`src/rtl/dmem_dump_reader_pkg.sv`:
```
// Shared types and helpers for the post-run dmem dump reader:
// FSM state encoding, signature rotate amount and the signature update step.
package dmem_dump_reader_pkg;

  typedef enum logic [1:0] {
    IDLE = 2'd0,
    READ = 2'd1,
    HOLD = 2'd2,
    DONE = 2'd3
  } state_t;

  localparam int SIG_ROT = 1;

  // Rotate-left by SIG_ROT, then fold in the accepted word.
  function automatic logic [31:0] sig_update(input logic [31:0] sig,
                                             input logic [31:0] word);
    return ((sig << SIG_ROT) | (sig >> (32 - SIG_ROT))) ^ word;
  endfunction

endpackage

```
`src/rtl/dmem_dump_reader_rise_detect.sv`:
```
// Registered rising-edge detector: the registered copy of din is cleared by
// synchronous reset, so a level already high at reset release reports a rise.
module dmem_dump_reader_rise_detect (
  input  logic clk,
  input  logic reset,
  input  logic din,
  output logic rise
);

  logic din_q;

  always_ff @(posedge clk) begin
    if (reset) din_q <= 1'b0;
    else       din_q <= din;
  end

  assign rise = din & ~din_q;

endmodule

```
`src/rtl/dmem_dump_reader.sv`:
```
// Sweeps NWORDS words of dmem after finish rises, streams them over valid/ready
// with index and last flag, and accumulates a rotate-XOR signature.
module dmem_dump_reader
  import dmem_dump_reader_pkg::*;
#(
  parameter int          NWORDS    = 32,
  parameter logic [31:0] BASE_ADDR = 32'h0,
  parameter int          IW        = 5
) (
  input  logic          clk,
  input  logic          reset,
  input  logic          finish,
  output logic [31:0]   daddr,
  input  logic [31:0]   drdata,
  output logic [31:0]   dwdata,
  output logic [3:0]    dwe,
  output logic          out_valid,
  input  logic          out_ready,
  output logic [31:0]   out_data,
  output logic [IW-1:0] out_index,
  output logic          out_last,
  output logic          busy,
  output logic          dump_done,
  output logic [31:0]   signature
);

  localparam logic [IW-1:0] LAST_IDX = IW'(NWORDS - 1);

  state_t        state, state_nxt;
  logic          start;
  logic          hs;
  logic [IW-1:0] idx;

  dmem_dump_reader_rise_detect u_rise (
    .clk   (clk),
    .reset (reset),
    .din   (finish),
    .rise  (start)
  );

  assign hs     = out_valid & out_ready;
  assign dwdata = 32'h0;
  assign dwe    = 4'b0000;

  always_ff @(posedge clk) begin
    if (reset) state <= IDLE;
    else       state <= state_nxt;
  end

  // Rises while READ/HOLD are busy are ignored; only IDLE and DONE act on start.
  always_comb begin
    state_nxt = state;
    busy      = 1'b0;
    dump_done = 1'b0;
    daddr     = BASE_ADDR;
    case (state)
      IDLE: if (start) state_nxt = READ;
      READ: begin
        busy      = 1'b1;
        daddr     = BASE_ADDR + (32'(idx) << 2);
        state_nxt = HOLD;
      end
      HOLD: begin
        busy = 1'b1;
        if (hs) state_nxt = out_last ? DONE : READ;
      end
      DONE: begin
        dump_done = 1'b1;
        if (start) state_nxt = READ;
      end
      default: state_nxt = IDLE;
    endcase
  end

  always_ff @(posedge clk) begin
    if (reset) begin
      idx       <= '0;
      out_valid <= 1'b0;
      out_last  <= 1'b0;
      out_data  <= 32'h0;
      out_index <= '0;
      signature <= 32'h0;
    end else begin
      if ((state == IDLE || state == DONE) && start) begin
        idx       <= '0;
        signature <= 32'h0;
      end
      if (state == READ) begin
        out_data  <= drdata;
        out_index <= idx;
        out_last  <= (idx == LAST_IDX);
        out_valid <= 1'b1;
      end
      if (state == HOLD && hs) begin
        out_valid <= 1'b0;
        signature <= sig_update(signature, out_data);
        if (!out_last) idx <= idx + IW'(1);
      end
    end
  end

endmodule

```
`config.mk`:
```
export PLATFORM = sky130hd
export DESIGN_NAME = dmem_dump_reader
export DESIGN_NICKNAME = d
export VERILOG_FILES = /design/src/rtl/dmem_dump_reader_pkg.sv /design/src/rtl/dmem_dump_reader_rise_detect.sv /design/src/rtl/dmem_dump_reader.sv
export SDC_FILE = /design/constraint.sdc
export NUM_CORES = 1
export LEC_CHECK = 0
export CORE_ASPECT_RATIO = 0.6
export CORE_MARGIN = 5
export CORE_UTILIZATION = 35
export CTS_CLUSTER_SIZE = 20
export DETAILED_ROUTE_END_ITERATION = 6
export HOLD_SLACK_MARGIN = 0.02
export PLACE_DENSITY = 0.71
export SKIP_LAST_GASP = 1
export SLEW_MARGIN = 20
export SYNTH_ARGS = -nofsm -noshare
export SYNTH_HDL_FRONTEND = slang
export SYNTH_SLANG_ARGS = --single-unit
export TNS_END_PERCENT = 10
```
`constraint.sdc`:
```
create_clock -name clk -period 2.25 [get_ports clk]
set_input_delay 0.225 -clock clk [delete_from_list [all_inputs] [get_ports clk]]
set_output_delay 0.225 -clock clk [all_outputs]
set_load 0.05 [all_outputs]
```
# After elaboration in Yosys (flattened, before gate mapping)
# Cells that the tools add are included.
# Widths: inputs -> output; s select.
[totals]
romBits = 0
ram_bits = 0
elab_cells = 41
output_inout_bits = 141
latchBits = 0
input_bits = 36
register_bits = 79
n_memories = 0
[op_classes]
eq_ne = 6
n_div = 0
magnitude_cmp = 0
bitwise = 5
n_addsub = 1
shifts = 0
multipliers = 0
n_mux = 12
reduce_logical = 9
[op_table]
columns = ["cell", "n"]
rows = [
  ["$mux 32", 2],
  ["$or 32x1->32", 1],
  ["$xor 32x32->32", 1],
  ["$mux 5", 3],
  ["$mux 7", 1],
  ["$mux 2", 3],
  ["$pmux 2 s3", 1],
  ["$reduce_or 2->1", 3],
  ["$add 5x1->5 const B", 1],
  ["$eq 5x5->1 const B", 1],
  ["$eq 2x2->1 const B", 2],
  ["$and 1x1->1", 2],
  ["$eq 2x1->1 const B", 1],
  ["$logic_and 1x1->1", 2],
  ["$logic_not 2->1", 1],
  ["$mux 1", 2],
  ["$ne 2x1->1 const B", 1],
  ["$ne 2x2->1 const B", 1],
  ["$reduce_and 2->1", 1],
  ["$reduce_bool 2->1", 1],
  ["$logic_or 1x1->1", 1],
  ["$not 1->1", 1],
]

# Depth between registers and ports, before layout
# Gate-level depths: netlist of the first run.
[depth]
word_depth = 6
depth_mapped = 8
ltp_nobuf = 6

# By module
# From an unflattened synthesis of the first run, not the netlist that was laid out.
[hier_totals]
hier_cells = 424
area_unflattened_um2 = 3742.3
[by_module_without_submodules]
columns = ["module", "n_inst", "seq_area_each_um2", "cells_each", "area_per_inst_um2"]
rows = [
  ["dmem_dump_reader", 1, 1561.5, 421, 3694.8],
  ["dmem_dump_reader_rise_detect", 1, 20.0, 3, 47.5],
]

# Worst setup path after synthesis of the first run
# Ideal clock, no wire load.
[synth_path]
path_kind = "flip-flop to flip-flop"
startpoint = "reg out_valid"
endpoint = "reg signature[24]"
path_slack_ps = 677
period_less_slack_ps = 1573
setup_time_ps = 128
t_required_ps = 2122
stages_incl_launch_ff = 7
n_path_buf = 2
arrival_time_ps = 1446
path_cell_list = "dfxtp_1 > and3_1 > buf_6 > nor2_8 > buf_6 > a22oi_1 > nor2_1"
[synth_between]
elab_chain_cells = 3
elab_cells_between_ends = 4
cone_classes = "1 x mux; 1 x bitwise; 2 x reduce/logical"
[synth_lines]
columns = ["element", "line", "source"]
rows = [
  ["start: declaration", "dmem_dump_reader.sv:17", "output logic out_valid,"],
  ["start signal: assignment", "dmem_dump_reader.sv:78", "out_valid <= 1'b0;"],
  ["start signal: assignment", "dmem_dump_reader.sv:92", "out_valid <= 1'b1;"],
  ["start signal: assignment", "dmem_dump_reader.sv:95", "out_valid <= 1'b0;"],
  ["$and 1x1->1 *", "dmem_dump_reader.sv:41", "assign hs = out_valid & out_ready;"],
  ["$logic_and 1x1->1 *", "dmem_dump_reader.sv:94", "if (state == HOLD && hs) begin"],
  ["$mux 32 / $reduce_bool 2->1 (equally long branches)", "n/a", ""],
  ["end signal: assignment", "dmem_dump_reader.sv:96", "signature <= sig_update(signature, out_data);"],
  ["end: declaration", "dmem_dump_reader.sv:24", "output logic [31:0] signature"],
]
# Every way passes the cells marked *; elsewhere a longest branch is shown, timed or not.
# A chain may end at the register's enable or synchronous reset.

# Worst setup path after layout of the first run
[layout_path]
startpoint = "reg state[1]"
endpoint = "out dump_done"
[layout_between]
elab_chain_cells = 2
[layout_lines]
columns = ["element", "line", "source"]
rows = [
  ["start: declaration", "dmem_dump_reader.sv:29", "state_t state, state_nxt;"],
  ["start signal: assignment", "dmem_dump_reader.sv:47", "else state <= state_nxt;"],
  ["$eq 2x2->1", "dmem_dump_reader.sv:56", "case (state)"],
  ["$mux 1", "dmem_dump_reader.sv:56", ""],
  ["end: declaration", "dmem_dump_reader.sv:23", "output logic dump_done,"],
]
# No other way between the ends.

==> results of run 1 <==
## sequential cells by signal, indices dropped and copies added (netlist names)
register and count:
idx 5, u_rise.din_q 1, out_index 5, out_last 1, state 2, out_data 32, signature 32, out_valid 1
## path summary, 6_finish.rpt
check	to	slack (ps)
hold / removal	signature[14]	370
hold reg to reg	out_index[2]	490
setup reg to reg	signature[25]	460
setup / recovery	dump_done	350
## where the power goes
group	total [W]	internal, W	switching [W]
combinational	0.00219	0.000730	0.00146
clock	0.00145	0.000887	0.000563
sequential	0.00173	0.00157	0.000160
## cells in the mapped netlist
library cell  count
xor2_1           33
inv_1             4
buf_2             9
nand2b_1          1
nor2_1           78
a22oi_1          36
nor2_8            1
nor3_1            2
buf_6             4
nand2_1           2
conb_1            1
o21ai_0           1
ha_1              5
nor2b_1           1
mux2i_1          36
and4b_1           2
nand4b_1          1
dfxtp_1          79
a21oi_1           7
and2_1            5
buf_4            63
and3b_1           1
nor3b_1           1
and3_1            2
clkbuf_1          8
## kinds of logic after synthesis
group	after synthesis
other cells	1
flops	79
xor+xnor	33
buf+inv	88
fa+ha+maj	5
compound gates	44
mux	36
simple gates	97
## critical path, cell delays in order, from the launching register on
cell and delay, ps:
dfxtp_1 380, ha_1 160, clkdlybuf4s50_1 810
## layer usage
| metal | share of wire | global-route usage | vias to the layer above |
|---|---|---|---|
| met5 | 0 | 0 | - |
| met4 | 0.0067 | 0.0366 | 0 |
| met2 | 0.45 | 0.214 | 98 |
| li1 | - | - | 1357 |
| met3 | 0.096 | 0.0641 | 6 |
| met1 | 0.45 | 0.172 | 1296 |
## timing repair
| item | 4_1_cts | 5_1_grt |
|---|---|---|
| buffers inserted | 0 | 0 |
| gates resized for setup | 0 | 1 |
| endpoints found under the setup margin | 0 | 1 |
## area by class of cell
class	instances	area (um2)	area share
Clock inverter	5	57.6	0.0116
Inverter	4	15.0	0.00303
Sequential cell	79	1580	0.319
Clock buffer	11	243	0.0490
Tap cell	135	169	0.0341
Timing Repair Buffer	117	1200	0.241
Multi-Input combinational cell	278	1690	0.342
## per-stage QoR
stage	total power, W	worst slack, ps	cells
after floorplan	0.00349	677	445
after global placement	0.00393	434	613
after detailed placement	0.00396	415	613
after global routing	0.00565	270	629
final	0.00537	353	629
after CTS	0.00544	53.2	629
==> reports/metrics.sh, run 1 <==
COMPOUND_GATE_FRACTION_OF_SYNTH_AREA=0.0851
ROW_COUNT=28
CLK_TRANSITION_REPORTED_PATHS_PS=60
NETLIST.TOP_CELL.BY_AREA='dfxtp_1'
POST_DRT_WL_PER_CELL_UM=14.0
ANTENNA_VIOLATING_NETS_POST_ROUTE=0
CORE_AREA_UM2=10000
SYNTHXORXNORAREAFRAC=0.0792
SYNTHESIS.YOSYS.WARNINGS=0
SYN2LAYOUT_AREA_GROWTH_PCT=35.9
FLOORPLAN.DIE.HEIGHT_UM=89.1
FRACTION_OF_THE_YOSYS_AREA_TAKEN_BY_SEQUENTIAL_CELLS=0.434
PLACE_CONGESTION=0.759
DIE_WIDTH_UM=142
PLACEDINSTANCEAREA_UM2=4650
ROUTED_WIRELENGTH_MM=8.78
HOLD_SLACK_PS=373
OVERALL_VIA_COUNT_FROM_DETAIL_ROUTE=2757
DRV.MAX_CAP_VIOLATION_COUNT=0
LAYOUT_MIN_CYCLE_TIME_PS=1900
RUN_STATUS='complete, no violations'
DRCVIOLATIONCOUNT=0
MAIN_COMBINATIONAL_CELL_FAMILY_BY_AREA_AFTER_SYNTHESIS='buffers and inverters'
INITIAL_UTILIZATION=0.364
PORTBUFFERS=113
SETUP_VIOL=0
FMAX_GHz=0.527
WORST-ENDPOINT-ARRIVAL_PS=1670
DRT_FIRST_PASS_ITERS=4
SYNTH_ADDER_AREA_SHARE=0.0172
LAUNCH_POINT_OF_THE_CRITICAL_PATH='state[1]'
VIASPERCELL=4.38
RR_WORST_DEPTH=6
LAYOUT_COMMON_CELLS='clkdlybuf4s50_1 (106), dfxtp_1 (79), nor2_1 (78), conb_1 (63)'
POWER_DENSITY_nW_PER_UM2=1080
CRITPATHREQUIREDTIME_PS=2030
NUM_IO_PINS=177
GRT_ANTENNA_BEFORE_REPAIR=0
NUM-FILL-CELLS=946
GRT_PASS1_WL_MM=13.7
FINAL-MAX-SLEW-VIOLATION-COUNT=0
FINAL.PERIOD_UTILIZATION=0.843
FINAL_NET_COUNT=530
WORST_SKEW_PAIR.LATE_LATENCY_PS=330
R2R_START='state[0]'
INSERTEDDIODECOUNT=0
LAYOUT_COMMONEST_CELL='clkdlybuf4s50_1'
TRITONCTS_NUM_SINKS=79
SYNTH_TOP_AREA_SHARE=0.434
TIMING.SLEW.HEADROOM=0.612
VIA_COUNT_OF_THE_FIRST_GLOBAL_ROUTING_PASS=2678
PLACE_HPWL_MM=6.40
SYNTHMUXAREASHARE=0.0988
DESIGN.DIE.AREA_UM2=12600
GRT_OVERALL_USAGE=0.137
CRITPATHKIND='flip-flop to output port'
SETUP.WORST_PATH.END_CLASS='output port'
SYN_AREA_PER_CELL_UM2=9.52
RSZ0062_AT_GRT='false'
HOLD_PATH.CLASS='input port to flip-flop'
WORST_PIN_SLEW_PS=582
CRIT_PATH_MAX_FANOUT=4
YOSYS_REGISTER_BITS=79
TOTAL_LEAKAGE_POWER_nW=2.16
POST_SYNTH_MAIN_AREA_CONTRIBUTORS='dfxtp_1 (43%), buf_4 (13%), mux2i_1 (9.9%), nor2_1 (8.0%), xor2_1 (7.9%)'
FINALCOREUTILIZATION=0.495
HOLD_PATH_STARTPOINT='reset'
WORST_SETUP_PATH_START_KIND='flip-flop'
POST_ROUTE_CELLS_DRIVE_ABOVE_1_SHARE=0.0567
CTS_ROOT_BUF='clkbuf_16'
TRITONCTS_CLOCK_TREE='built'
MIN_PATH_CELLS=2
NETLIST-CELL-TYPE-COUNT=25
PEAKVDDDROP_uV=555
CTS_MADE_BUFFERS=9
FINALHOLDVIOLATIONS=0
HOLDBUFCOUNTCTS=0
HTREE_LEVELS=3
DRTITER0DRC=135
FINAL_DESIGN_AREA_NO_FILL_UM2=4960
CLK_PATH_BUF_DEPTH=2
GRT_START_MAX_NET_PINS=51
SYNTH.CELL_AREA_UM2=3650
SYNTHCELLS=383
SETUP_TOTAL_NEGATIVE_SLACK_PS=0
GR-TOTAL-OVERFLOW=0
POST_SYNTH_AND_OR_NAND_NOR_AREA_FRACTION=0.118
FINALCLOCKSKEW_PS=7.84
(Power assumes the default switching activity.)
==> run 2, diff against run 1 <==
Settings changed: PLACE_DENSITY 0.71 to 0.74.
Clock period 2.25 ns to 1.5 ns, I/O delays scaled along.
==> run 2 against run 1 <==
The flow now finishes with violations (setup timing). Via count is 1.8% higher. Routed wire length grew 8.0%. Setup slack got worse by 410 ps. Critical endpoint is now daddr[5]. Register-to-register slack got worse by 510 ps. Total power increased by 73%. Largest cell class unchanged. Clock power grew 62%. Combinational power is 97% higher. Sequential power up 51%. Hold slack worse by 61 ps. Die area stayed put. Clock-buffer cell count stayed put.
==> reports/metrics.sh, run 2 (same netlist as run 1, synthesis figures left out) <==
PORTBUFFERS=113
POST_ROUTE_CELLS_DRIVE_ABOVE_1_SHARE=0.278
LAYOUT.CELLS.NON_FILLER=649
FINAL.PERIOD_UTILIZATION=1.04
GRT_OVERALL_USAGE=0.145
LAYOUT_COMMON_CELLS='buf_4 (82), nor2_1 (77), dfxtp_1 (76), conb_1 (63)'
POWER_DENSITY_nW_PER_UM2=1780
WORST_SKEW_PAIR.LATE_LATENCY_PS=320
GRT_PASS1_WL_MM=14.5
CTS_ROOT_BUF='clkbuf_16'
CLK_PATH_BUF_DEPTH=2
CLK_TRANSITION_REPORTED_PATHS_PS=60
GRT_ANTENNA_BEFORE_REPAIR=0
VIASPERCELL=4.33
SYN2LAYOUT_AREA_GROWTH_PCT=43.3
CELL_INTERNAL_PWR_W=0.00568
GRT_START_MAX_NET_PINS=80
DP_CELLS=621
FLOORPLAN.DIE.HEIGHT_UM=89.1
CRIT_PATH_MAX_FANOUT=5
CRITPATHKIND='flip-flop to output port'
POWER.COMBINATIONAL.FRACTION=0.466
TRITONCTS_NUM_SINKS=79
TOTAL_LEAKAGE_POWER_nW=2.48
DRCVIOLATIONCOUNT=0
NUM_IO_PINS=177
LAUNCH_POINT_OF_THE_CRITICAL_PATH='state[1]'
INITIAL_UTILIZATION=0.364
DRV.MAX_CAP_VIOLATION_COUNT=0
PLACE_CONGESTION=0.756
HOLD_PATH.CLASS='input port to flip-flop'
FINAL_NET_COUNT=552
DIE_WIDTH_UM=142
FMAX_GHz=0.642
FINAL_DESIGN_AREA_NO_FILL_UM2=5230
DESIGN.DIE.AREA_UM2=12600
FINAL-MAX-SLEW-VIOLATION-COUNT=0
PEAKVDDDROP_uV=819
SWITCHING_SHARE=0.388
TIMING.REG2REG.SETUP_SLACK_PS=-50
NUM-FILL-CELLS=932
RUN_STATUS='finished with violations'
R2R_START='state[0]'
REG2REG_TO='signature[14]'
FINALHOLDVIOLATIONS=0
CTS_MADE_BUFFERS=9
POST_DRT_WL_PER_CELL_UM=14.6
POWER_W=0.00928
SETUP.WORST_PATH.END='daddr[5]'
WORST_SETUP_SLACK_AFTER_PLACEMENT_PS=-195
CRITPATHREQUIREDTIME_PS=1350
LARGEST_REGISTERS_IN_THE_FINAL_LAYOUT='out_data (32), signature (32)'
LAYOUT_MIN_CYCLE_TIME_PS=1560
VIOLATIONS_IN_THE_FINAL_REPORTS='setup timing'
SETUP.WORST_PATH.END_CLASS='output port'
TIMING.FINAL.WS_SETUP_PS=-57.3
HTREE_LEVELS=3
CORE_AREA_UM2=10000
OVERALL_VIA_COUNT_FROM_DETAIL_ROUTE=2808
HOLD_SLACK_PS=312
DRT_FIRST_PASS_ITERS=4
NET_SWITCHING_COMPONENT_OF_THE_POWER_W=0.00360
CLOCKPOWERSHARE=0.253
PLACE_HPWL_MM=6.45
WORST_SETUP_PATH_START_KIND='flip-flop'
SETUP_VIOL=21
TRITONCTS_CLOCK_TREE='built'
RR_WORST_DEPTH=7
ROW_COUNT=28
WORST-ENDPOINT-ARRIVAL_PS=1410
FINALCLOCKSKEW_PS=6.20
VIA_COUNT_OF_THE_FIRST_GLOBAL_ROUTING_PASS=2827
GR-TOTAL-OVERFLOW=0
LAYOUT_COMMONEST_CELL='buf_4'
DRTITER0DRC=113
ROUTED_WIRELENGTH_MM=9.48
PLACEDINSTANCEAREA_UM2=4610
SEQUENTIAL_CELL_FRACTION_OF_TOTAL_POWER=0.281
INSERTEDDIODECOUNT=0
ANTENNA_VIOLATING_NETS_POST_ROUTE=0
RSZ0062_AT_GRT='true'
-- run 2: final cells by class --
class	instances	area (um2)	area share
repair buffers	138	1350	0.258
flip-flops and latches	79	1590	0.303
clock buffers	11	253	0.0483
multi-input cells	279	1790	0.342
inverters	4	17.5	0.00335
clock inverters	3	67.6	0.0129
well taps	135	169	0.0323
-- run 2: worst min-delay path by stage --
stage                       from       endpoint  slack [ps]  cells after the start
floorplan                 finish   u_rise.din_q         280                      1
global placement    out_index[2]   out_index[2]         470                      2
detailed placement  out_index[3]   out_index[3]         480                      2
CTS                        reset  signature[12]         310                      3
global route               reset  signature[12]         310                      3
finish                     reset  signature[13]         310                      3
-- run 2: power groups by stage --
stage	sequential, W	clock (W)	combinational [W]
2_1_floorplan	0.00334	0	0.00190
3_3_place_gp	0.00262	0	0.00344
3_5_place_dp	0.00263	0	0.00353
4_1_cts	0.00261	0.00241	0.00427
5_1_grt	0.00265	0.00250	0.00458
6_report	0.00261	0.00235	0.00432
-- run 2: critical path, cell delays in order (launching register included) --
cell     delay [ps]
dfxtp_2         350
buf_6           110
inv_4            30
ha_4            160
buf_12          130
and2_4          160
buf_12          140
-- run 2: layer usage --
layer	routed length [um]	vias up	GRT usage
li1	-	1396	-
met1	4210	1311	0.181
met2	4400	94	0.236
met3	807	7	0.0615
met4	55	0	0.0322
met5	0	-	0
-- run 2: through the flow --
step	util	TNS [ps]
2_1_floorplan	-	-4.63
4_1_cts	0.518	-1010
3_5_place_dp	0.460	-6020
6_report	0.522	-567
5_1_grt	0.522	-3650
3_3_place_gp	0.460	-2570
-- run 2: timing repair --
action / 4_1_cts / 5_1_grt
cloned: 2 / 1
gates resized for setup: 26 / 4
endpoints found under the setup margin: 60 / 68
pin swaps: 5 / 7
hold endpoints to repair: 0 / 0
buffers inserted: 11 / 0
hold buffers: 0 / 0
==> run 3, diff against run 2 <==
Settings changed: CAP_MARGIN set to 15.
==> results of run 3 <==
Final layout, timing and power as in run 2 (identical DEF).
==> variant, RTL diff (flow settings as in run 3) <==
Set the parameter `IW` to 4 (it was 5).
--- a/src/rtl/dmem_dump_reader.sv
+++ b/src/rtl/dmem_dump_reader.sv
@@ -6,5 +6,5 @@
   parameter int          NWORDS    = 32,
   parameter logic [31:0] BASE_ADDR = 32'h0,
-  parameter int          IW        = 5
+  parameter int          IW        = 4
 ) (
   input  logic          clk,
Interface: changed (resized out_index); port bits go from 177 to 176. The function was not compared with the original's and may differ.
==> variant against run 3 <==
Sequential cell count shrank 2; worst hold slack lost 0.010 ns; worst setup slack gained 0.071 ns; first-iteration DRC count is the same; count of clock-buffer cells in the layout shrank 2; utilization shrank 1.8 points; sequential share of layout area grew 0.74 points; routed wire length shrank 9.3%; final area shrank 4.9%; synthesized area shrank 2.8%; total power shrank 3.6%; critical path type is now reg2reg; largest cell class unchanged.
==> variant: results (changes against run 3) <==
qor: clock_network.cts_repair_resize_count 11 [-58%]
qor: placed_design.hpwlAfterDp 6370 um [-1.2%]
qor: grt.grt_pass1_vias 2645 [-6.4%]
qor: cells_and_area.finish.net_count 532 [-3.6%]
qor: yosys.synth_top_cells_by_count sky130_fd_sc_hd__dfxtp_1, sky130_fd_sc_hd__nor2_1, sky130_fd_sc_hd__buf_4
qor: timing.largest_clock_skew_in_the_final_design 0.00592 ns [-0.000280 ns]
qor: placed_design.placement.io_buffers 111 [-1.8%]
qor: worst_setup_path.critPathLaunch state[0]$_SDFFE_PP0P_
qor: yosys.synth-adder-area-share 1.41% [-0.30 points]
qor: outcome.outcome finished clean
qor: detailed_routing.routedWlPerCell 13.6 um [-6.8%]
qor: detailed_routing.route.met2.wl 3790 um [-14%]
qor: grt.global_route.usage.total 13.4% [-1.1 points]
qor: cells_and_area.area_share_nonclk_buffers 23.5% [-2.3 points]
qor: clock_network.post-cts-setup-buffers 3 [-8]
qor: yosys.synth_compound_gate_area_share 8.79% [+0.28 points]
qor: cells_and_area.regArea 1550 um^2 [-2.5%]
qor: yosys.post_synthesis_sequential_area_ratio 43.5% [+0.13 points]
qor: cells_and_area.multiInputGateArea 1700 um^2 [-5.0%]
qor: grt.gr-usage-met3 6.06% [-0.091 points]
qor: grt.grt_antenna_before_repair 0 [unchanged]
qor: worst_setup_path.max_stage_delay 0.33 ns [-0.02 ns]
qor: cells_and_area.comb.multi_input.count 274 [-1.8%]
qor: worst_setup_path.critical_path_arrival 1.69 ns [+0.28 ns]
qor: worst_setup_path.worst-setup-path-type reg2reg
qor: placed_design.postPlaceCellArea 4540 um^2 [-1.6%]
qor: power_and_ir_drop.p_leak 2.35 nW [-5.4%]
qor: worst_setup_path.reg2reg_capture_point signature[17]$_SDFFE_PP0P_
qor: worst_setup_path.top_family_by_delay_on_critical_path simple AND/OR/NAND/NOR gates
qor: cells_and_area.clockNetworkAreaShare 7.47% [+1.3 points]
qor: yosys.post_synth_xor_area_fraction 7.91% [-0.018 points]
qor: grt.grt_start_max_net_pins 78 [-2.5%]
qor: detailed_routing.totalWireLength 8600 um [-9.3%]
qor: grt.grt_use_met1 17.6% [-0.47 points]
qor: placed_design.gp_congestion 0.766 [+1.2%]
qor: grt.use_met2 19.9% [-3.7 points]
qor: yosys.yosys.cell_types.count 29 [+16%]
qor: yosys.synth_area_leaders sky130_fd_sc_hd__dfxtp_1, sky130_fd_sc_hd__buf_4, sky130_fd_sc_hd__mux2i_1, sky130_fd_sc_hd__xor2_1, sky130_fd_sc_hd__nor2_1
qor: cells_and_area.finalInstanceArea 4970 um^2 [-4.9%]
qor: grt.grt_first_pass_wirelength 13200 um [-8.7%]
qor: detailed_routing.routed-wl-met3 732 um [-9.3%]
qor: power_and_ir_drop.irDropWorstVdd 0.00112 V [+37%]
qor: detailed_routing.wirelength_met1 4000 um [-5.1%]
qor: timing.achievable-frequency 673 MHz [+4.8%]
-- variant: worst min-delay path by stage --
stage | depth (start not counted) | end | start
floorplan | 1 | u_rise.din_q$_SDFF_PP0_ | finish
global route | 3 | signature[1]$_SDFFE_PP0P_ | reset
finish | 3 | out_data[1]$_SDFFE_PP0N_ | reset
global placement | 2 | out_index[0]$_SDFFE_PP0N_ | out_index[0]$_SDFFE_PP0N_
detailed placement | 2 | out_valid$_SDFFE_PP0N_ | out_valid$_SDFFE_PP0N_
CTS | 3 | signature[31]$_SDFFE_PP0P_ | reset
-- variant: kinds of logic after synthesis --
family,count (synthesis)
buf+inv,89
xor+xnor,32
fa+ha+maj,4
mux,35
flops,77
compound gates,44
other cells,1
simple gates,95
-- variant: report_power, final --
group	leakage, nW	switching (mW)	internal, mW
clock network	0.180	0.871	1.80
logic	1.54	2.32	1.41
registers	0.626	0.234	2.31
